[config.mk]
export PLATFORM = sky130hd
export DESIGN_NAME = aliens_vram_arbiter
export DESIGN_NICKNAME = d
export VERILOG_FILES = /design/src/rtl/aliens_vram_arbiter_pkg.sv /design/src/rtl/aliens_vram_arbiter.sv
export SDC_FILE = /design/constraint.sdc
export NUM_CORES = 1
export LEC_CHECK = 0
export CORE_ASPECT_RATIO = 0.5
export CORE_UTILIZATION = 42
export DETAILED_ROUTE_END_ITERATION = 10
export PLACE_DENSITY = 0.76
export SETUP_SLACK_MARGIN = 0.15
export SLEW_MARGIN = 20
export SYNTH_ARGS = -nofsm -noshare
export SYNTH_HDL_FRONTEND = slang
export SYNTH_SLANG_ARGS = --single-unit
[constraint.sdc]
create_clock -name clk -period 2.1 [get_ports clk]
set_input_delay 0.42 -clock clk [delete_from_list [all_inputs] [get_ports clk]]
set_output_delay 0.42 -clock clk [all_outputs]
set_load 0.02 [all_outputs]
[src/rtl/aliens_vram_arbiter_pkg.sv]
// Shared types for the video RAM arbiter: decoder region codes, FSM states and bus owner.
package aliens_vram_arbiter_pkg;

   typedef enum logic [1:0] {
      REG_NONE = 2'b00,
      REG_VRAM = 2'b01,
      REG_CRAM = 2'b10,
      REG_OBJ  = 2'b11
   } region_t;

   typedef enum logic [1:0] {
      ST_IDLE = 2'd0,
      ST_ACC  = 2'd1,
      ST_DONE = 2'd2
   } state_t;

   typedef enum logic {
      OWN_CPU = 1'b0,
      OWN_VID = 1'b1
   } owner_t;

   // Active-low select vector ordered {objcs_n, cramcs_n, vramcs_n}.
   function automatic logic [2:0] region_cs_n(input logic [1:0] region);
      logic [2:0] cs_n;
      cs_n = 3'b111;
      case (region)
         REG_VRAM: cs_n = 3'b110;
         REG_CRAM: cs_n = 3'b101;
         REG_OBJ:  cs_n = 3'b011;
         default:  cs_n = 3'b111;
      endcase
      return cs_n;
   endfunction

endpackage

[src/rtl/aliens_vram_arbiter.sv]
// Serialises CPU and video-scanner accesses onto the shared video RAM bank with registered
// active-low selects, CPU wait-state generation and a bound on CPU starvation.
module aliens_vram_arbiter
   import aliens_vram_arbiter_pkg::*;
#(
   parameter int ACCESS_CYC = 2,
   parameter int STARVE_MAX = 3,
   parameter int RAM_AW     = 13
) (
   input  logic              clk,
   input  logic              rst_n,
   input  logic              cpu_req,
   input  logic [1:0]        cpu_region,
   input  logic              cpu_rnw,
   input  logic [RAM_AW-1:0] cpu_addr,
   input  logic [7:0]        cpu_wdata,
   output logic [7:0]        cpu_rdata,
   output logic              cpu_ack,
   output logic              cpu_wait,
   input  logic              vid_req,
   input  logic [RAM_AW-1:0] vid_addr,
   output logic [7:0]        vid_rdata,
   output logic              vid_ack,
   output logic [RAM_AW-1:0] ram_addr,
   output logic [7:0]        ram_wdata,
   input  logic [7:0]        ram_rdata,
   output logic              ram_we_n,
   output logic              vramcs_n,
   output logic              cramcs_n,
   output logic              objcs_n,
   output logic [1:0]        state_dbg
);

   localparam int CW = $clog2(ACCESS_CYC + 1);
   localparam logic [CW-1:0] CNT_LAST   = CW'(ACCESS_CYC);
   localparam logic [3:0]    STARVE_LIM = 4'(STARVE_MAX);

   // Handshake: a requester raises req with its address/data held stable and keeps it up
   // until the one-cycle ack; it must drop req in the ack cycle, since a request still high
   // back in IDLE is treated as a new access. Dropping req early aborts the ack only.

   state_t              state_q, state_d;
   owner_t              owner_q, owner_d;
   logic [CW-1:0]       cnt_q, cnt_d;
   logic [3:0]          starve_q, starve_d;
   logic                rnw_q, rnw_d;
   logic                abort_q, abort_d;
   logic [2:0]          cs_n_q, cs_n_d;
   logic                we_n_q, we_n_d;
   logic [RAM_AW-1:0]   addr_q, addr_d;
   logic [7:0]          wdata_q, wdata_d;
   logic                cpu_ack_q, cpu_ack_d;
   logic                vid_ack_q, vid_ack_d;
   logic [7:0]          cpu_rdata_q, cpu_rdata_d;
   logic [7:0]          vid_rdata_q, vid_rdata_d;

   logic cpu_valid;
   logic owner_req;

   assign cpu_valid = cpu_req && (cpu_region != REG_NONE);
   assign owner_req = (owner_q == OWN_CPU) ? cpu_req : vid_req;

   always_ff @(posedge clk) begin
      if (!rst_n) begin
         state_q     <= ST_IDLE;
         owner_q     <= OWN_CPU;
         cnt_q       <= '0;
         starve_q    <= 4'd0;
         rnw_q       <= 1'b1;
         abort_q     <= 1'b0;
         cs_n_q      <= 3'b111;
         we_n_q      <= 1'b1;
         addr_q      <= '0;
         wdata_q     <= 8'h00;
         cpu_ack_q   <= 1'b0;
         vid_ack_q   <= 1'b0;
         cpu_rdata_q <= 8'h00;
         vid_rdata_q <= 8'h00;
      end else begin
         state_q     <= state_d;
         owner_q     <= owner_d;
         cnt_q       <= cnt_d;
         starve_q    <= starve_d;
         rnw_q       <= rnw_d;
         abort_q     <= abort_d;
         cs_n_q      <= cs_n_d;
         we_n_q      <= we_n_d;
         addr_q      <= addr_d;
         wdata_q     <= wdata_d;
         cpu_ack_q   <= cpu_ack_d;
         vid_ack_q   <= vid_ack_d;
         cpu_rdata_q <= cpu_rdata_d;
         vid_rdata_q <= vid_rdata_d;
      end
   end

   always_comb begin
      state_d     = state_q;
      owner_d     = owner_q;
      cnt_d       = cnt_q;
      starve_d    = starve_q;
      rnw_d       = rnw_q;
      abort_d     = abort_q;
      cs_n_d      = 3'b111;
      we_n_d      = 1'b1;
      addr_d      = addr_q;
      wdata_d     = wdata_q;
      cpu_ack_d   = 1'b0;
      vid_ack_d   = 1'b0;
      cpu_rdata_d = cpu_rdata_q;
      vid_rdata_d = vid_rdata_q;

      case (state_q)
         ST_IDLE: begin
            if (vid_req && !(cpu_valid && starve_q == STARVE_LIM)) begin
               owner_d = OWN_VID;
               rnw_d   = 1'b1;
               addr_d  = vid_addr;
               cs_n_d  = region_cs_n(REG_VRAM);
               cnt_d   = CW'(1);
               abort_d = 1'b0;
               state_d = ST_ACC;
               if (cpu_valid && starve_q != 4'hF)
                  starve_d = starve_q + 4'd1;
            end else if (cpu_valid) begin
               owner_d  = OWN_CPU;
               rnw_d    = cpu_rnw;
               addr_d   = cpu_addr;
               wdata_d  = cpu_wdata;
               cs_n_d   = region_cs_n(cpu_region);
               cnt_d    = CW'(1);
               abort_d  = 1'b0;
               starve_d = 4'd0;
               state_d  = ST_ACC;
            end else if (cpu_req) begin
               // Unmapped region: complete immediately without touching the RAM.
               owner_d   = OWN_CPU;
               cpu_ack_d = 1'b1;
               state_d   = ST_DONE;
            end
         end

         ST_ACC: begin
            if (!owner_req)
               abort_d = 1'b1;
            if (cnt_q == CNT_LAST) begin
               state_d = ST_DONE;
               if (owner_q == OWN_CPU) begin
                  cpu_rdata_d = ram_rdata;
                  cpu_ack_d   = owner_req && !abort_q;
               end else begin
                  vid_rdata_d = ram_rdata;
                  vid_ack_d   = owner_req && !abort_q;
               end
            end else begin
               cnt_d  = cnt_q + 1'b1;
               cs_n_d = cs_n_q;
               // Cycle 1 is address setup; the strobe covers the remaining cycles.
               we_n_d = !((owner_q == OWN_CPU) && !rnw_q);
            end
         end

         ST_DONE: state_d = ST_IDLE;

         default: state_d = ST_IDLE;
      endcase
   end

   assign cpu_rdata = cpu_rdata_q;
   assign cpu_ack   = cpu_ack_q;
   assign cpu_wait  = cpu_req & ~cpu_ack_q;
   assign vid_rdata = vid_rdata_q;
   assign vid_ack   = vid_ack_q;
   assign ram_addr  = addr_q;
   assign ram_wdata = wdata_q;
   assign ram_we_n  = we_n_q;
   assign vramcs_n  = cs_n_q[0];
   assign cramcs_n  = cs_n_q[1];
   assign objcs_n   = cs_n_q[2];
   assign state_dbg = state_q;

endmodule

==> run summary, run 1 <==
critical path data required time -> 1680 ps
clock period minus worst slack -> 1850 ps
Starting DRT DRC Count -> 75
cells taking the most area after synthesis -> sky130_fd_sc_hd__dfxtp_1 (49%), sky130_fd_sc_hd__nand2_1 (11%), sky130_fd_sc_hd__o21ai_0 (4.7%), sky130_fd_sc_hd__a21oi_1 (4.3%), sky130_fd_sc_hd__mux2i_1 (4.1%)
unique cell type count in the Yosys netlist -> 39
final worst clock skew -> 10.4 ps
class of the tightest hold or removal check -> register to register
worst flop-to-flop path startpoint -> starve_q[0]
Yosys warning count -> 0
Avg WL per Cell -> 13.1 microns
# Max-Cap Violations -> 0
count of buffers inserted at the top-level ports -> 94
Net Count, Synth -> 318
area post-placement -> 3280 sq um
synthesis-stage register bit count -> 54
Ports -> 95
final setup TNS -> 0 ps
initial antenna violation count -> 0
count of standard-cell rows -> 18
area added between synthesis and finish -> 53.5%
core footprint -> 5000 sq um
slew margin rel. -> 62.7%
net total in the final layout -> 414
TritonCTS clock tree -> built
hold path endpoint -> cpu_rdata[0]
unrepaired setup endpoints after global routing -> no
largest net degree at the start of global routing -> 29
transition time at the pin with the least slew margin -> 557 ps
most common cell after layout, fill and taps aside -> sky130_fd_sc_hd__clkdlybuf4s50_1
area enclosed by the die boundary -> 5600 sq um
routed wire length -> 5670 microns
number of enable flip-flop cells after synthesis -> 0
final routed DRC violation total -> 0
Final setup viols -> 0
root cell of the clock tree -> sky130_fd_sc_hd__clkbuf_8
number of cell instances on the worst register-to-register path -> 6
Fin. Hold Viols -> 0
CTS H-Tree Depth -> 2
number of global-route vias before repair -> 1983
commonest cells after routing, fill and taps aside -> sky130_fd_sc_hd__clkdlybuf4s50_1 (93), sky130_fd_sc_hd__nand2_1 (63), sky130_fd_sc_hd__dfxtp_1 (51)
DR vias -> 2208
Overall Global Routing Usage -> 20.4%
Mapped Avg Cell Area -> 8.31 sq um
cell area after layout -> 3410 sq um
share of the synthesized area in the top cell type -> 48.7%
die outline width -> 105 microns
Peak supply drop -> 0.000400 V
number of diodes -> 0
height of the chip -> 53.4 microns
total iterations of the first detailed-routing run -> 4
dominant delay contributor by cell family on the critical path -> buffers and inverters
Top FF cell, synth -> sky130_fd_sc_hd__dfxtp_1
slowest library cell on the worst path -> sky130_fd_sc_hd__clkdlybuf4s50_1
count of buffer and inverter cells on the critical path -> 1
gp weighted congestion -> 0.815
Final ANT Viol Nets -> 0
max incr delay on CP -> 650 ps
kind of end point of the critical path -> output pin
deepest clock path buffer count -> 2
clock-pin slew reported for the worst setup and hold paths after clock tree synthesis -> 100 ps
clock latency reported for the late side of the worst-skew pair -> 310 ps
biggest area consumer among synthesized cells -> sky130_fd_sc_hd__dfxtp_1
series of cell instances along the critical path -> clkdlybuf4s50_1
Static Leak -> 1.25 nW
first-pass GRT wire length -> 9070 microns
post-DR vias/cell -> 5.09
max-slew violations -> 0
portion of the clock cycle consumed by the worst path in the final layout -> 88.0%
P per Cell Area -> 677 nW/um^2
reg-to-reg endpoint -> ram_wdata[7]
number of clock sinks -> 54
hpwl dp -> 4250 microns
worst hold slack across all endpoints -> 462 ps
data arrival time of the critical path -> 1430 ps
category of the critical setup timing path -> register to output pin
post-synthesis cell count -> 267
Critical Path Start Type -> register
result of the run -> finished clean
hold path cells -> 2
post-synthesis instance area -> 2220 sq um
CTS Hold Buffers Added -> 0
asr flop ratio synth -> 0%
number of buffers created by CTS -> 5
maximum fanout count along the critical path -> 11
fraction of layout cells with a size suffix above 1 -> 9.62%
post-layout worst setup margin -> 251 ps
Max Freq -> 0.541 GHz
worst hold start -> cpu_rdata[0]
dpl ws -> -69.3 ps
Congestion Overflow GR -> 0
Seq/Total Area, Yosys -> 48.7%
register-to-register path setup slack -> 270 ps
starting density of the core -> 44.4%
[through the flow]
step                util, %  instances  total power [mW]
CTS                    68.0        434              2.33
finish                 68.1        434              2.31
global placement       65.6        426              1.61
global route           68.1        434              2.41
detailed placement     65.6        426              1.62
floorplan                 -        267              1.37
[power breakdown]
group / internal (mW) / switching (mW)
Clock: 0.362 / 0.349
Combinational: 0.251 / 0.224
Sequential: 1.08 / 0.0399
Total: 1.69 / 0.613
[cells in the mapped netlist, types with 2 or more instances]
cell and n:
sky130_fd_sc_hd__a21oi_1 19, sky130_fd_sc_hd__nor2_1 22, sky130_fd_sc_hd__clkbuf_1 10, sky130_fd_sc_hd__dfxtp_1 54, sky130_fd_sc_hd__a31oi_1 14, sky130_fd_sc_hd__a211oi_1 2, sky130_fd_sc_hd__nor4_1 3, sky130_fd_sc_hd__ha_1 2
sky130_fd_sc_hd__nand3b_1 2, sky130_fd_sc_hd__nor3b_2 2, sky130_fd_sc_hd__buf_2 6, sky130_fd_sc_hd__nand2_1 63, sky130_fd_sc_hd__nor3_1 5, sky130_fd_sc_hd__nor2b_1 3, sky130_fd_sc_hd__or3b_1 2, sky130_fd_sc_hd__inv_1 4
sky130_fd_sc_hd__nand3_1 3, sky130_fd_sc_hd__mux2i_1 9, sky130_fd_sc_hd__o21ai_0 21, sky130_fd_sc_hd__buf_6 2
[state kept, by name (all words and copies together) (netlist names), 2 cells and up]
register,cells
ram_wdata,8
vid_rdata,8
state_dbg,2
ram_addr,13
cs_n_q,3
cpu_rdata,8
cnt_q,2
starve_q,4
[layout make-up]
cell class | instances | area [sq um]
fillers | 424 | 1590
flip-flops and latches | 54 | 1080
repair buffers | 108 | 1060
multi-input cells | 190 | 1040
well taps | 70 | 87.6
clock buffers | 5 | 68.8
clock inverters | 3 | 47.5
inverters | 4 | 15.0
[worst max path at each step]
stage / cells after the start / endpoint / start
after floorplan: 7 / owner_q / starve_q[0]
after global placement: 6 / ram_wdata[0] / cpu_req
after detailed placement: 6 / ram_wdata[0] / cpu_req
after CTS: 5 / cs_n_q[1] / starve_q[0]
after global routing: 6 / ram_wdata[6] / starve_q[1]
final: 1 / state_dbg[1] / state_dbg[1]
[timing repair]
action	4_1_cts	5_1_grt
gates resized for setup	4	3
buffers inserted	0	0
setup endpoints to repair	4	20
[per-layer routing]
| layer | wire length, microns | vias to the layer above | track usage (%) | part of all wire (%) |
|---|---|---|---|---|
| li1 | - | 1108 | - | - |
| met1 | 2580 | 1032 | 25.2 | 46 |
| met2 | 2740 | 63 | 36.8 | 48 |
| met3 | 311 | 5 | 5.17 | 5.5 |
| met4 | 37 | 0 | 4.23 | 0.65 |
| met5 | 0 | - | 0 | 0 |
[kinds of logic after synthesis]
logic type	share of synthesized area [%]
buffers and inverters	4.96
xor gates and xnor gates	0.395
adders and majority gates	1.13
AOI/OAI and AO/OA	17.2
and+or+nand+nor	23.5
muxes	4.06
DFF	48.7
(Power assumes the default switching activity.)
==> run 2, diff against run 1 <==
--- a/config.mk
+++ b/config.mk
@@ -6,9 +6,10 @@
 export NUM_CORES = 1
 export LEC_CHECK = 0
 export CORE_ASPECT_RATIO = 0.5
-export CORE_UTILIZATION = 42
+export CORE_UTILIZATION = 35
+export CTS_CLUSTER_DIAMETER = 30
 export DETAILED_ROUTE_END_ITERATION = 10
-export PLACE_DENSITY = 0.76
+export PLACE_DENSITY = 0.64
 export SETUP_SLACK_MARGIN = 0.15
 export SLEW_MARGIN = 20
 export SYNTH_ARGS = -nofsm -noshare
==> run 2 against run 1 <==
- sequential share of layout area shrank 0.70 points
- hold slack lost 7.8 ps
- non-clock buffer count grew 2
- count of clock-buffer cells in the layout grew 2
- critical path depth grew 5
- via count grew 0.27%
- cell area grew 2.1%
- largest power group unchanged
==> run summary, run 2 (synthesis results as in run 1) <==
transition time at the pin with the least slew margin -> 605 ps
post-DR vias/cell -> 4.88
placed cell count -> 446
first-pass GRT wire length -> 9270 microns
Ports -> 95
Avg WL per Cell -> 12.5 microns
Resized cells post-CTS -> 2
Final setup viols -> 0
top sig layer -> met4
critical path data required time -> 2280 ps
CTS Hold Buffers Added -> 0
max incr delay on CP -> 420 ps
final worst clock skew -> 4.28 ps
result of the run -> finished clean
height of the chip -> 58.3 microns
fraction of layout cells with a size suffix above 1 -> 9.84%
count of non-filler cells in the finished layout -> 454
data arrival time of the critical path -> 2030 ps
net total in the final layout -> 416
met3 wire len -> 316 microns
met2 WL -> 2650 microns
Fin. Hold Viols -> 0
P per Cell Area -> 698 nW/um^2
maximum fanout count along the critical path -> 10
count of standard-cell rows -> 20
Max Freq -> 0.538 GHz
area added between synthesis and finish -> 56.8%
count of buffer and inverter cells on the critical path -> 1
Congestion Overflow GR -> 0
slowest library cell on the worst path -> sky130_fd_sc_hd__or3b_4
Peak supply drop -> 0.000299 V
count of buffers inserted at the top-level ports -> 94
detailed-route wire length on metal 1 -> 2660 microns
gp weighted congestion -> 0.834
Final ANT Viol Nets -> 0
number of clock sinks -> 54
Critical Path Start Type -> register
clock latency reported for the late side of the worst-skew pair -> 290 ps
clock-pin slew reported for the worst setup and hold paths after clock tree synthesis -> 70 ps
clock period minus worst slack -> 1860 ps
die outline width -> 115 microns
total iterations of the first detailed-routing run -> 4
hpwl dp -> 4280 microns
Overall Global Routing Usage -> 17.4%
series of cell instances along the critical path -> ha_2 -> or3b_4 -> a211oi_2 -> buf_6 -> mux2i_1 -> nor2_1
CTS H-Tree Depth -> 2
number of diodes -> 0
largest net degree at the start of global routing -> 31
unrepaired setup endpoints after global routing -> no
final routed DRC violation total -> 0
number of buffers created by CTS -> 5
slew margin rel. -> 59.5%
commonest cells after routing, fill and taps aside -> sky130_fd_sc_hd__clkdlybuf4s50_1 (93), sky130_fd_sc_hd__nand2_1 (63), sky130_fd_sc_hd__dfxtp_1 (52)
number of global-route vias before repair -> 2105
max-slew violations -> 0
class of the tightest hold or removal check -> register to register
utilization after layout -> 57.0%
starting density of the core -> 36.4%
Static Leak -> 1.28 nW
category of the critical setup timing path -> register to register
number of flip-flops in the largest register -> 13
routed wire length -> 5670 microns
most common cell after layout, fill and taps aside -> sky130_fd_sc_hd__clkdlybuf4s50_1
root cell of the clock tree -> sky130_fd_sc_hd__clkbuf_16
deepest clock path buffer count -> 2
worst hold slack across all endpoints -> 455 ps
portion of the clock cycle consumed by the worst path in the final layout -> 88.4%
dominant delay contributor by cell family on the critical path -> simple AND/OR/NAND/NOR gates
DR vias -> 2214
kind of end point of the critical path -> register
post-layout worst setup margin -> 243 ps
Starting DRT DRC Count -> 78
dpl ws -> -59.1 ps
initial antenna violation count -> 0
count of buffers added by post-CTS timing repair for setup -> 0
area enclosed by the die boundary -> 6680 sq um
# Max-Cap Violations -> 0
core footprint -> 6110 sq um
TritonCTS clock tree -> built
-- run 2: where the power goes --
part           switching [mW]  leakage [nW]  total, mW  internal [mW]
clock                   0.353        0.0745      0.833          0.480
combinational           0.223         0.760      0.475          0.252
sequential             0.0395         0.441       1.12           1.08
-- run 2: through the flow --
step	cell area, sq um	setup TNS [ps]	power [mW]
3_5_place_dp	3320	-369	1.62
6_report	3480	0	2.43
5_1_grt	3480	0	2.55
2_1_floorplan	2220	0	1.37
3_3_place_gp	3320	-108	1.61
4_1_cts	3470	0	2.45
-- run 2: routing by layer --
metal	track usage [%]	vias up
li1	-	1118
met1	21.0	1029
met2	31.5	62
met3	5.05	5
met4	3.34	0
met5	0	-
-- run 2: final timing paths --
kind | startpoint | cells past startpoint | slack (ps) | to
max | starve_q[0] | 6 | 240 | ram_wdata[1]
min | cpu_rdata[2] | 2 | 450 | cpu_rdata[2]
max reg2reg | starve_q[0] | 6 | 240 | ram_wdata[1]
min reg2reg | cpu_rdata[2] | 2 | 450 | cpu_rdata[2]
-- run 2: final cells by class --
type,instances,area (sq um)
sequential,54,1080
inverter,4,15.0
tap,88,110
timing repair buffer,110,1080
multi-input combinational,190,1040
clock buffer,7,143
clock inverter,1,8.76
fill,584,2630
-- run 2: tightest hold or removal path: cells and delay by family, from the launching register on --
family | cells | cell delay, ps
compound gates | 1 | 50
simple gates | 1 | 50
flops | 1 | 310
